**src/rtl/ysyx_25020037_axi_rd_master.sv**
```systemverilog
// AXI4 read-channel initiator: one client request -> one AR burst, R beats returned
// through a one-entry output buffer. Optional R/AR watchdog under AXI_RD_TIMEOUT_EN.
module ysyx_25020037_axi_rd_master #(
  parameter logic [3:0] AXI_ID         = 4'h0,
  parameter int         TIMEOUT_CYCLES = 256
) (
  input  logic        clk,
  input  logic        rst,
  input  logic        req_valid,
  output logic        req_ready,
  input  logic [31:0] req_addr,
  input  logic [7:0]  req_len,
  input  logic [2:0]  req_size,
  output logic        resp_valid,
  input  logic        resp_ready,
  output logic [31:0] resp_data,
  output logic        resp_last,
  output logic        resp_err,
  output logic        arvalid,
  input  logic        arready,
  output logic [31:0] araddr,
  output logic [3:0]  arid,
  output logic [7:0]  arlen,
  output logic [2:0]  arsize,
  output logic [1:0]  arburst,
  input  logic        rvalid,
  output logic        rready,
  input  logic [31:0] rdata,
  input  logic [1:0]  rresp,
  input  logic        rlast,
  input  logic [3:0]  rid
);

  typedef enum logic [1:0] {IDLE, ADDR, DATA} state_e;

  // The idle counter is 16 bits wide, so the limit must fit in it.
  if (TIMEOUT_CYCLES < 2 || TIMEOUT_CYCLES > 65536) begin : g_bad_timeout
    $error("TIMEOUT_CYCLES out of range");
  end

  state_e      state_q, state_d;
  logic [31:0] araddr_q, araddr_d;
  logic [7:0]  arlen_q, arlen_d;
  logic [2:0]  arsize_q, arsize_d;
  logic        arvalid_q, arvalid_d;
  logic [7:0]  cnt_q, cnt_d;
  logic        resp_valid_q, resp_valid_d;
  logic [31:0] resp_data_q, resp_data_d;
  logic        resp_last_q, resp_last_d;
  logic        resp_err_q, resp_err_d;

  logic        buf_free;
  logic        at_last;
  logic        beat_err;

  assign buf_free = !resp_valid_q || resp_ready;
  assign at_last  = (cnt_q == arlen_q);
  // A beat is erroneous if the responder flags it, it is for another id, or rlast
  // disagrees with our own beat count.
  assign beat_err = (rresp != 2'b00) || (rid != AXI_ID) || (rlast != at_last);

`ifdef AXI_RD_TIMEOUT_EN
  localparam logic [15:0] TO_LIMIT = 16'(TIMEOUT_CYCLES - 1);
  logic [15:0] idle_q, idle_d;
  logic        to_hit;
  assign to_hit = (idle_q >= TO_LIMIT);
`endif

  always_comb begin
    // NOTE: every signal gets a default before the case so no path leaves one
    // unassigned; an unassigned path in always_comb infers a latch.
    state_d      = state_q;
    araddr_d     = araddr_q;
    arlen_d      = arlen_q;
    arsize_d     = arsize_q;
    arvalid_d    = arvalid_q;
    cnt_d        = cnt_q;
    resp_valid_d = resp_valid_q;
    resp_data_d  = resp_data_q;
    resp_last_d  = resp_last_q;
    resp_err_d   = resp_err_q;
    req_ready    = (state_q == IDLE);
    rready       = 1'b0;
`ifdef AXI_RD_TIMEOUT_EN
    idle_d       = (state_q == IDLE) ? 16'd0 : (to_hit ? idle_q : idle_q + 16'd1);
`endif

    if (resp_valid_q && resp_ready) resp_valid_d = 1'b0;

    unique case (state_q)
      IDLE: begin
        if (req_valid) begin
          araddr_d  = req_addr;
          arlen_d   = req_len;
          arsize_d  = req_size;
          arvalid_d = 1'b1;
          state_d   = ADDR;
        end
      end
      ADDR: begin
        if (arready) begin
          arvalid_d = 1'b0;
          cnt_d     = 8'd0;
          state_d   = DATA;
`ifdef AXI_RD_TIMEOUT_EN
          idle_d    = 16'd0;
        end else if (to_hit) begin
          arvalid_d    = 1'b0;
          resp_valid_d = 1'b1;
          resp_data_d  = 32'hDEAD_BEEF;
          resp_last_d  = 1'b1;
          resp_err_d   = 1'b1;
          state_d      = IDLE;
`endif
        end
      end
      DATA: begin
`ifdef AXI_RD_TIMEOUT_EN
        rready = buf_free && !to_hit;
        if (to_hit && buf_free) begin
          resp_valid_d = 1'b1;
          resp_data_d  = 32'hDEAD_BEEF;
          resp_last_d  = 1'b1;
          resp_err_d   = 1'b1;
          state_d      = IDLE;
        end
`else
        rready = buf_free;
`endif
        if (rvalid && rready) begin
          resp_valid_d = 1'b1;
          resp_data_d  = rdata;
          resp_last_d  = rlast || at_last;
          resp_err_d   = beat_err;
          cnt_d        = cnt_q + 8'd1;
          if (rlast || at_last) state_d = IDLE;
`ifdef AXI_RD_TIMEOUT_EN
          idle_d       = 16'd0;
`endif
        end
      end
      default: state_d = IDLE;
    endcase
  end

  // NOTE: state registers use non-blocking assignments so every flop samples the
  // pre-edge value of the others, independent of statement order.
  always_ff @(posedge clk or negedge rst) begin
    if (!rst) begin
      state_q      <= IDLE;
      araddr_q     <= '0;
      arlen_q      <= '0;
      arsize_q     <= '0;
      arvalid_q    <= 1'b0;
      cnt_q        <= '0;
      resp_valid_q <= 1'b0;
      resp_data_q  <= '0;
      resp_last_q  <= 1'b0;
      resp_err_q   <= 1'b0;
`ifdef AXI_RD_TIMEOUT_EN
      idle_q       <= '0;
`endif
    end else begin
      state_q      <= state_d;
      araddr_q     <= araddr_d;
      arlen_q      <= arlen_d;
      arsize_q     <= arsize_d;
      arvalid_q    <= arvalid_d;
      cnt_q        <= cnt_d;
      resp_valid_q <= resp_valid_d;
      resp_data_q  <= resp_data_d;
      resp_last_q  <= resp_last_d;
      resp_err_q   <= resp_err_d;
`ifdef AXI_RD_TIMEOUT_EN
      idle_q       <= idle_d;
`endif
    end
  end

  assign arvalid    = arvalid_q;
  assign araddr     = araddr_q;
  assign arlen      = arlen_q;
  assign arsize     = arsize_q;
  assign arid       = AXI_ID;
  assign arburst    = 2'b01;
  assign resp_valid = resp_valid_q;
  assign resp_data  = resp_data_q;
  assign resp_last  = resp_last_q;
  assign resp_err   = resp_err_q;

endmodule

```
**config.mk**
```make
export PLATFORM = sky130hd
export DESIGN_NAME = ysyx_25020037_axi_rd_master
export DESIGN_NICKNAME = d
export VERILOG_FILES = /design/src/rtl/ysyx_25020037_axi_rd_master.sv
export SDC_FILE = /design/constraint.sdc
export NUM_CORES = 1
export LEC_CHECK = 0
export ABC_AREA = 1
export CORE_MARGIN = 8
export CORE_UTILIZATION = 37
export CTS_CLUSTER_SIZE = 40
export DETAILED_ROUTE_END_ITERATION = 7
export HOLD_SLACK_MARGIN = 0.06
export PLACE_DENSITY = 0.75
export SETUP_SLACK_MARGIN = 0.3
export SLEW_MARGIN = 10
export SYNTH_ARGS = -nofsm -noshare
export SYNTH_HDL_FRONTEND = slang
export SYNTH_SLANG_ARGS = --single-unit
export TNS_END_PERCENT = 30
```
**constraint.sdc**
```tcl
create_clock -name clk -period 1.35 [get_ports clk]
set_input_delay 0.27 -clock clk [delete_from_list [all_inputs] [get_ports clk]]
set_output_delay 0.27 -clock clk [all_outputs]
set_load 0.01 [all_outputs]
```
=== Word level (Yosys, flattened, before mapping) ===
Index checks and enable logic that the tools add are counted.

* Output and inout bits: 87
* Register bits: 89
* Input port bits: 88

* $add $sub $neg: 1
* Mux-type cells: 15
* Equality and inequality tests: 8
* Reduce and logical (&&, ||, !) cells: 17

{| class="wikitable"
|+ Operators with widths
! kind !! number
|-
| $mux 8 || 2
|-
| $pmux 8 s2 || 1
|-
| $add 8x1->8 const B || 1
|-
| $eq 8x8->1 || 1
|-
| $mux 2 || 4
|-
| $ne 2x2->1 const B || 4
|-
| $mux 1 || 6
|-
| $pmux 2 s3 || 1
|-
| $reduce_and 3->1 || 2
|-
| $reduce_bool 2->1 || 3
|-
| $logic_or 1x1->1 || 4
|-
| $reduce_and 2->1 || 2
|-
| $reduce_and 4->1 || 1
|-
| $reduce_bool 4->1 || 1
|-
| $eq 2x1->1 const B || 1
|-
| $eq 2x2->1 const B || 1
|-
| $logic_and 1x1->1 || 2
|-
| $logic_not 2->1 || 1
|-
| $pmux 1 s2 || 1
|-
| $logic_not 1->1 || 1
|-
| $ne 1x1->1 || 1
|}

=== Logic depth before layout (Yosys ltp) ===
Gate-level depths: netlist (run 1).

* Word-level depth: 5
* Depth in mapped cells: 10

=== Least setup slack after synthesis (run 1) ===
Ideal clock, no wire load.

* Path type: register to register
* From: register cnt_q[5]
* To: register resp_err_q (netlist: resp_err)
* Slack: -0.150 ns
* Data arrival time: 1.383 ns
* Cell stages (with the launch flop): 11
* Setup time: 0.116 ns
* Path buffers: 1
* Cell sequence: dfrtp_1 clkbuf_1 xnor2_1 nand2_1 nor2_1 nand2_1 ha_1 nor3_1 nand3_1 nand2_1 nand2_1

* Longest elaborated chain between the ends: 3

{| class="wikitable"
|+ Ends and longest elaborated chain
! element !! RTL line !! RTL
|-
| start, declared || 46 || <nowiki>logic [7:0] cnt_q, cnt_d;</nowiki>
|-
| start signal, assigned || 169 || <nowiki>cnt_q <= cnt_d;</nowiki>
|-
| $eq 8x8->1 || 57 || <nowiki>assign at_last = (cnt_q == arlen_q);</nowiki>
|-
| $ne 1x1->1 || 60 || <nowiki>assign beat_err = (rresp != 2'b00) || (rid != AXI_ID) || (rlast != at_last);</nowiki>
|-
| $logic_or 1x1->1 || 60 ||
|-
| end signal, assigned || 173 || <nowiki>resp_err_q <= resp_err_d;</nowiki>
|-
| end, declared || 50 || <nowiki>logic resp_err_q, resp_err_d;</nowiki>
|}

Every way passes these cells.
A chain may end at the register's enable or synchronous reset.

=== Worst setup path after layout (run 1) ===
* From: register cnt_q[7]
* To: register resp_err_q (netlist: resp_err)

Same word-level chain as after synthesis.

==> flow_summary.yaml, run 1 <==
route:
  finalWirelength_um: 13200
  wl_per_cell_um: 16.4
  drt_first_pass_iters: 4
  ant_nets: 0
  vias_per_cell: 4.74
  num_vias: 3811
  drt_iter0_drc: 141
  drc_errors: 0
worst_setup_path:
  regToRegStartpoint: "cnt_q[7]"
  worstSetupEndpointType: "flip-flop"
  rr_endpoint: "resp_err"
  rr_worst_depth: 8
  required_ns: 1.59
  start_kind: "flip-flop"
  worstPathMaxFanout: 2
  crit_type: "flip-flop to flip-flop"
  r2r_setup_slack_ns: -0.23
  arrival_ns: 1.82
clock_network:
  cts.sinks: 89
  path_clk_slew_ns: 0.08
  clock_latency_ns: 0.35
  root_buffer: "clkbuf_8"
  cts_tree: "yes"
  cts_max_path_buffers: 2
  h-tree-depth: 3
  numCtsBuffers: 9
die:
  initial_core_util_pct: 37.3
  ios: 175
  dieArea_mm2: 0.0137
  placeableCoreArea_mm2: 0.0101
  rows: 37
  die_y_um: 117
  die_x_um: 117
min_path:
  hp-class: "input port to flip-flop"
  hold_depth: 5
  hold_end: "resp_valid"
  min_from: "resp_ready"
global_routing:
  grt_pass1_wl_um: 17700
  first_global_vias: 3635
  grtUsageMet2_pct: 27.0
  grtUsageTotal_pct: 16.3
  grt_max_degree: 38
  grt_remaining_overflow: 0
  use_met1_pct: 19.5
  grt_most_used_layer: "met2"
  grt_use_met3_pct: 5.70
  antenna_found_initial: 0
layout:
  drive_above_1_share_pct: 40.7
  n_antenna_cell: 0
  fin_area_mm2: 0.00685
  area_delta_synth_final_pct: 81.2
  fin_nets: 753
  fill_cells: 782
synthesis:
  synth.distinct_cells: 23
  yosys.area.top_type: "dfrtp_1"
  ys_seq_area_share_pct: 58.9
  syn_area_mm2: 0.00378
  postSynthCellCount: 437
  synth_top_area_share_pct: 58.9
  syn_area_per_cell_um2: 8.66
  ys_seq_elements: 89
  yosysWarnings: 0
  synth_area_leaders: "dfrtp_1 59%, nand2_1 21%, nand3_1 6.7%, buf_4 1.8%, xnor2_1 1.4%"
timing:
  finClkSkew_ns: 0.00598
  setup_viol: 43
  final_max_slew_viol_count: 0
  fin_ws_ns: -0.228
  fin_crit_sh_pct: 117
  hold_ws_ns: 0.347
  rsz0062_at_grt: "yes"
  final-hold-violation-count: 0
  min_period_ns: 1.58
  fmax_mhz: 634
power:
  p_leak_nw: 3.51
  p_per_area_mw_per_mm2: 2070
  peakVddDrop_uv: 1140
outcome:
  status: "finished, violations left"
  violations: "negative setup slack"
placement:
  finalWeightedCongestion: 0.788
  placed_area_mm2: 0.00581
  io_buffers: 168
  hpwl_um: 8160
job:
  maxCapViolations: 0
-- cells in the final DEF (no fill, tap or decap), types with 4 or more instances in the layout --
cell | synthesis | final
buf_12 | 0 | 10
buf_2 | 10 | 49
buf_4 | 9 | 27
buf_6 | 3 | 51
clkbuf_16 | 0 | 6
clkbuf_8 | 0 | 10
clkdlybuf4s50_1 | 0 | 85
conb_1 | 2 | 6
dfrtp_1 | 89 | 87
inv_1 | 7 | 6
nand2_1 | 215 | 134
nand2_2 | 2 | 50
nand2_4 | 0 | 31
nand3_1 | 51 | 50
nor2_1 | 10 | 8
o21ai_1 | 4 | 5
xnor2_1 | 6 | 4
-- cell usage after synthesis --
master / count
nand2_1: 215
dfrtp_1: 89
nand3_1: 51
buf_2: 10
nor2_1: 10
buf_4: 9
inv_1: 7
xnor2_1: 6
clkbuf_1: 5
o21ai_0: 5
o21ai_1: 4
a21oi_1: 3
buf_6: 3
inv_2: 3
xor2_1: 3
conb_1: 2
ha_1: 2
nand2_2: 2
nor2_4: 2
nor3_1: 2
o21bai_1: 2
nand3_2: 1
or2_2: 1
-- critical path, stage by stage (launching register included) --
cell and delay, ns:
dfrtp_1 0.40, xor2_1 0.18, nor3_2 0.19, nand2_1 0.11, ha_4 0.27, nor3_4 0.11
nand3_1 0.09, nand2_1 0.06, nand2_1 0.05
-- cells by family (layout without fill, tap and decap cells) --
group                    after synthesis  after routing  synth area share, %
AND/OR/NAND/NOR                      284            285                 30.7
XOR/XNOR                               9              9                 2.08
buffers and inverters                 37            263                 5.49
adder cells (fa/ha/maj)                2              2                0.661
AO/OA/AOI/OAI                         14             14                 1.98
flip-flops                            89             89                 58.9
other                                  2              6                0.199
-- sequential cells by signal (all words and copies together) (netlist names) --
signal and flops:
arlen 8, resp_err 1, resp_data 32, resp_last 1
resp_valid 1, araddr 32, state_q 2, arvalid 1
cnt_q 8, arsize 3
-- per-stage QoR --
stage	setup WS (ns)	total power [mW]	cells	TNS [ns]	util, %
floorplan	-0.102	7.18	441	-0.102	-
global placement	-0.374	10.6	750	-14.41	57.3
detailed placement	-0.402	10.8	750	-16.85	57.3
CTS	-0.199	12.5	781	-0.482	58.8
global route	-0.319	15.1	804	-7.46	67.6
finish	-0.228	14.2	804	-3.72	67.6
-- how the worst max path moves through the flow --
stage	from	to	slack (ns)	depth (start not counted)
after CTS	arlen[5]	resp_err	-0.20	10
after global placement	resp_ready	rready	-0.37	4
after global routing	arlen[0]	resp_err	-0.32	9
after floorplan	cnt_q[3]	resp_err	-0.10	9
after detailed placement	resp_ready	cnt_q[3]	-0.40	8
final	cnt_q[7]	resp_err	-0.23	8
-- cell type report --
cell class / count / area (um^2) / share of cell area, %
multi-input cells: 316 / 1860 / 27.2
repair inverters: 5 / 61.3 / 0.895
inverters: 10 / 57.6 / 0.840
repair buffers: 232 / 2280 / 33.2
clock buffers: 11 / 141 / 2.06
clock inverters: 5 / 55.1 / 0.803
flip-flops and latches: 89 / 2230 / 32.5
well taps: 136 / 170 / 2.48
-- power breakdown --
part / switching (mW) / total (mW) / internal [mW]
logic: 3.82 / 7.73 / 3.91
clock network: 0.930 / 1.83 / 0.901
registers: 0.812 / 4.66 / 3.84
total: 5.57 / 14.2 / 8.65
-- per-layer routing --
metal,vias up,wire length [um],part of all wire [%]
li1,1808,-,-
met1,1855,5210,40
met2,130,6690,51
met3,18,1040,7.9
met4,0,205,1.6
met5,-,0,0
-- repair_timing --
action,4_1_cts,5_1_grt
pin swaps,3,52
hold buffers,1,0
setup buffers,14,10
cloned,0,13
endpoints found under the hold margin,21,0
resized for setup,375,162
setup endpoints to repair,170,170
(Power assumes the default switching activity.)
==> inputs of run 2 (changes only) <==
--- a/config.mk
+++ b/config.mk
@@ -6,12 +6,14 @@
 export NUM_CORES = 1
 export LEC_CHECK = 0
 export ABC_AREA = 1
+export CELL_PAD_IN_SITES_DETAIL_PLACEMENT = 1
+export CELL_PAD_IN_SITES_GLOBAL_PLACEMENT = 1
 export CORE_MARGIN = 8
-export CORE_UTILIZATION = 37
+export CORE_UTILIZATION = 26
 export CTS_CLUSTER_SIZE = 40
 export DETAILED_ROUTE_END_ITERATION = 7
 export HOLD_SLACK_MARGIN = 0.06
-export PLACE_DENSITY = 0.75
+export PLACE_DENSITY = 0.74
 export SETUP_SLACK_MARGIN = 0.3
 export SLEW_MARGIN = 10
 export SYNTH_ARGS = -nofsm -noshare
==> run 2 against run 1 <==
Effect of this change: the flow still finishes with violations (negative setup slack); clock skew rose by 0.0019 ns; clock power rose by 41%; critical path depth rose by 1; global-route usage fell by 1.7 points; non-clock buffer count rose by 5; combinational power rose by 9.7%; total power rose by 11%; final cell count rose by 6.3%; clock-buffer cell count rose by 3; register-to-register slack got worse by 0.02 ns; die area rose by 36%; highest routed layer unchanged.
==> flow_summary.yaml, run 2 (synthesis results as in run 1) <==
min_path:
  hp-class: "input port to asynchronous set/reset pin"
outcome:
  status: "finished, violations left"
  violations: "negative setup slack"
timing:
  setup_viol: 64
  finClkSkew_ns: 0.00787
  fin_setup_tns_ns: -5.40
  fin_ws_ns: -0.248
  rsz0062_at_grt: "yes"
  final-hold-violation-count: 0
  hold_ws_ns: 0.377
  fin_crit_sh_pct: 118
  min_period_ns: 1.60
  final_max_slew_viol_count: 0
  fmax_mhz: 626
global_routing:
  grtUsageTotal_pct: 14.6
  antenna_found_initial: 0
  grt_max_degree: 44
  grt_pass1_wl_um: 21700
  first_global_vias: 4278
  grt_remaining_overflow: 0
route:
  drc_errors: 0
  num_vias: 3877
  vias_per_cell: 4.53
  ant_nets: 0
  drt_iter0_drc: 98
  wl_per_cell_um: 18.4
  finalWirelength_um: 15700
  drt_first_pass_iters: 4
clock_network:
  path_clk_slew_ns: 0.06
  h-tree-depth: 3
  cts.sinks: 89
  numCtsBuffers: 9
  cts_tree: "yes"
  root_buffer: "clkbuf_16"
  clock_latency_ns: 0.34
  cts_max_path_buffers: 2
worst_setup_path:
  cp_num_buf_inv: 0
  path_common_cell: "nand2_1"
  crit_chain: "xnor2_1 -> nand2_1 -> nor3_1 -> nand2_1 -> ha_4 -> nor3_2 -> nand3_1 -> nand2_1 -> nand2_1"
  worstPathMaxFanout: 2
  crit_family: "simple AND/OR/NAND/NOR gates"
  crit_slowest_cell: "dfrtp_1"
  slowest_delay_ns: 0.41
  start_kind: "flip-flop"
  worstSetupEndpointType: "flip-flop"
  arrival_ns: 1.83
  required_ns: 1.58
  crit_type: "flip-flop to flip-flop"
power:
  p_leak_nw: 3.55
  fin_total_pwr_mw: 15.8
  p_per_area_mw_per_mm2: 2220
  peakVddDrop_uv: 878
layout:
  fill_cells: 1613
  area_delta_synth_final_pct: 88.7
  fin_nets: 756
  drive_above_1_share_pct: 47.2
  final_cell_mix: "105 x nand2_1, 94 x nand2_2, 87 x dfrtp_1, 85 x clkdlybuf4s50_1, 65 x buf_6"
  final_common_cell: "nand2_1"
  fin_area_mm2: 0.00714
  n_antenna_cell: 0
placement:
  placed_area_mm2: 0.00583
  hpwl_um: 9770
  finalWeightedCongestion: 0.749
  io_buffers: 168
die:
  die_x_um: 137
  placeableCoreArea_mm2: 0.0144
  rows: 44
  die_y_um: 137
  initial_core_util_pct: 26.3
  dieArea_mm2: 0.0187
  ios: 175
job:
  maxCapViolations: 0
run 2: cell count changes in the layout (fill, tap and decap cells not counted), sizes merged:
cell,before,now
buf,139,143
clkbuf,17,21
clkinv,5,2
clkinvlp,2,0
dlygate4sd2,0,1
dlymetal6s2s,1,0
run 2: where the power goes:
part / switching [mW] / total [mW] / internal (mW) / leakage [nW]
clock: 1.00 / 2.58 / 1.59 / 0.153
combinational: 4.13 / 8.48 / 4.35 / 2.28
sequential: 0.922 / 4.78 / 3.86 / 1.11
total: 6.06 / 15.8 / 9.79 / 3.55
run 2: worst reg2reg max path, cell delays in order (launching register included):
cell and delay [ns]:
dfrtp_1 0.41, xnor2_1 0.21, nand2_1 0.09, nor3_1 0.15
nand2_1 0.13, ha_4 0.23, nor3_2 0.09, nand3_1 0.08
nand2_1 0.06, nand2_1 0.04
run 2: routing by layer:
layer,vias up,share of wire [%],GRT usage [%]
met5,-,0,0
li1,1817,-,-
met3,13,7.9,5.47
met2,126,53,25.1
met4,0,1.1,4.51
met1,1921,38,16.4
run 2: layout make-up:
cell class | instances | area (um^2) | share of cell area, %
Timing Repair Buffer | 237 | 2370 | 33.3
Sequential cell | 89 | 2230 | 31.2
Multi-Input combinational cell | 316 | 1910 | 26.7
Clock buffer | 14 | 274 | 3.84
Tap cell | 184 | 230 | 3.23
Inverter | 10 | 57.6 | 0.806
Clock inverter | 2 | 35.0 | 0.491
Timing Repair inverter | 3 | 31.3 | 0.438
run 2: final timing paths:
kind	to	slack (ns)	depth (start not counted)	startpoint
max	resp_err	-0.25	9	arlen[2]
min	resp_data[29]	0.38	2	rst
max reg2reg	resp_err	-0.25	9	arlen[2]
min reg2reg	araddr[3]	0.48	2	araddr[3]
max in group asynchronous	state_q[0]	0.47	3	rst
min in group clk	resp_data[27]	0.46	3	rdata[27]
run 2: what timing repair did:
| action | CTS | global route |
|---|---|---|
| pin swaps | 84 | 65 |
| gates resized for setup | 456 | 120 |
| hold endpoints to repair | 19 | 0 |
| setup buffers | 14 | 13 |
| setup endpoints to repair | 168 | 168 |
| cloned | 0 | 14 |
| hold buffers | 1 | 0 |
run 2: metrics by stage:
stage | setup slack (ns) | utilization, % | cells
after floorplan | -0.102 | - | 441
after global placement | -0.379 | 40.6 | 797
after detailed placement | -0.396 | 40.6 | 797
after CTS | -0.187 | 44.1 | 828
after global routing | -0.415 | 49.7 | 855
final | -0.248 | 49.7 | 855
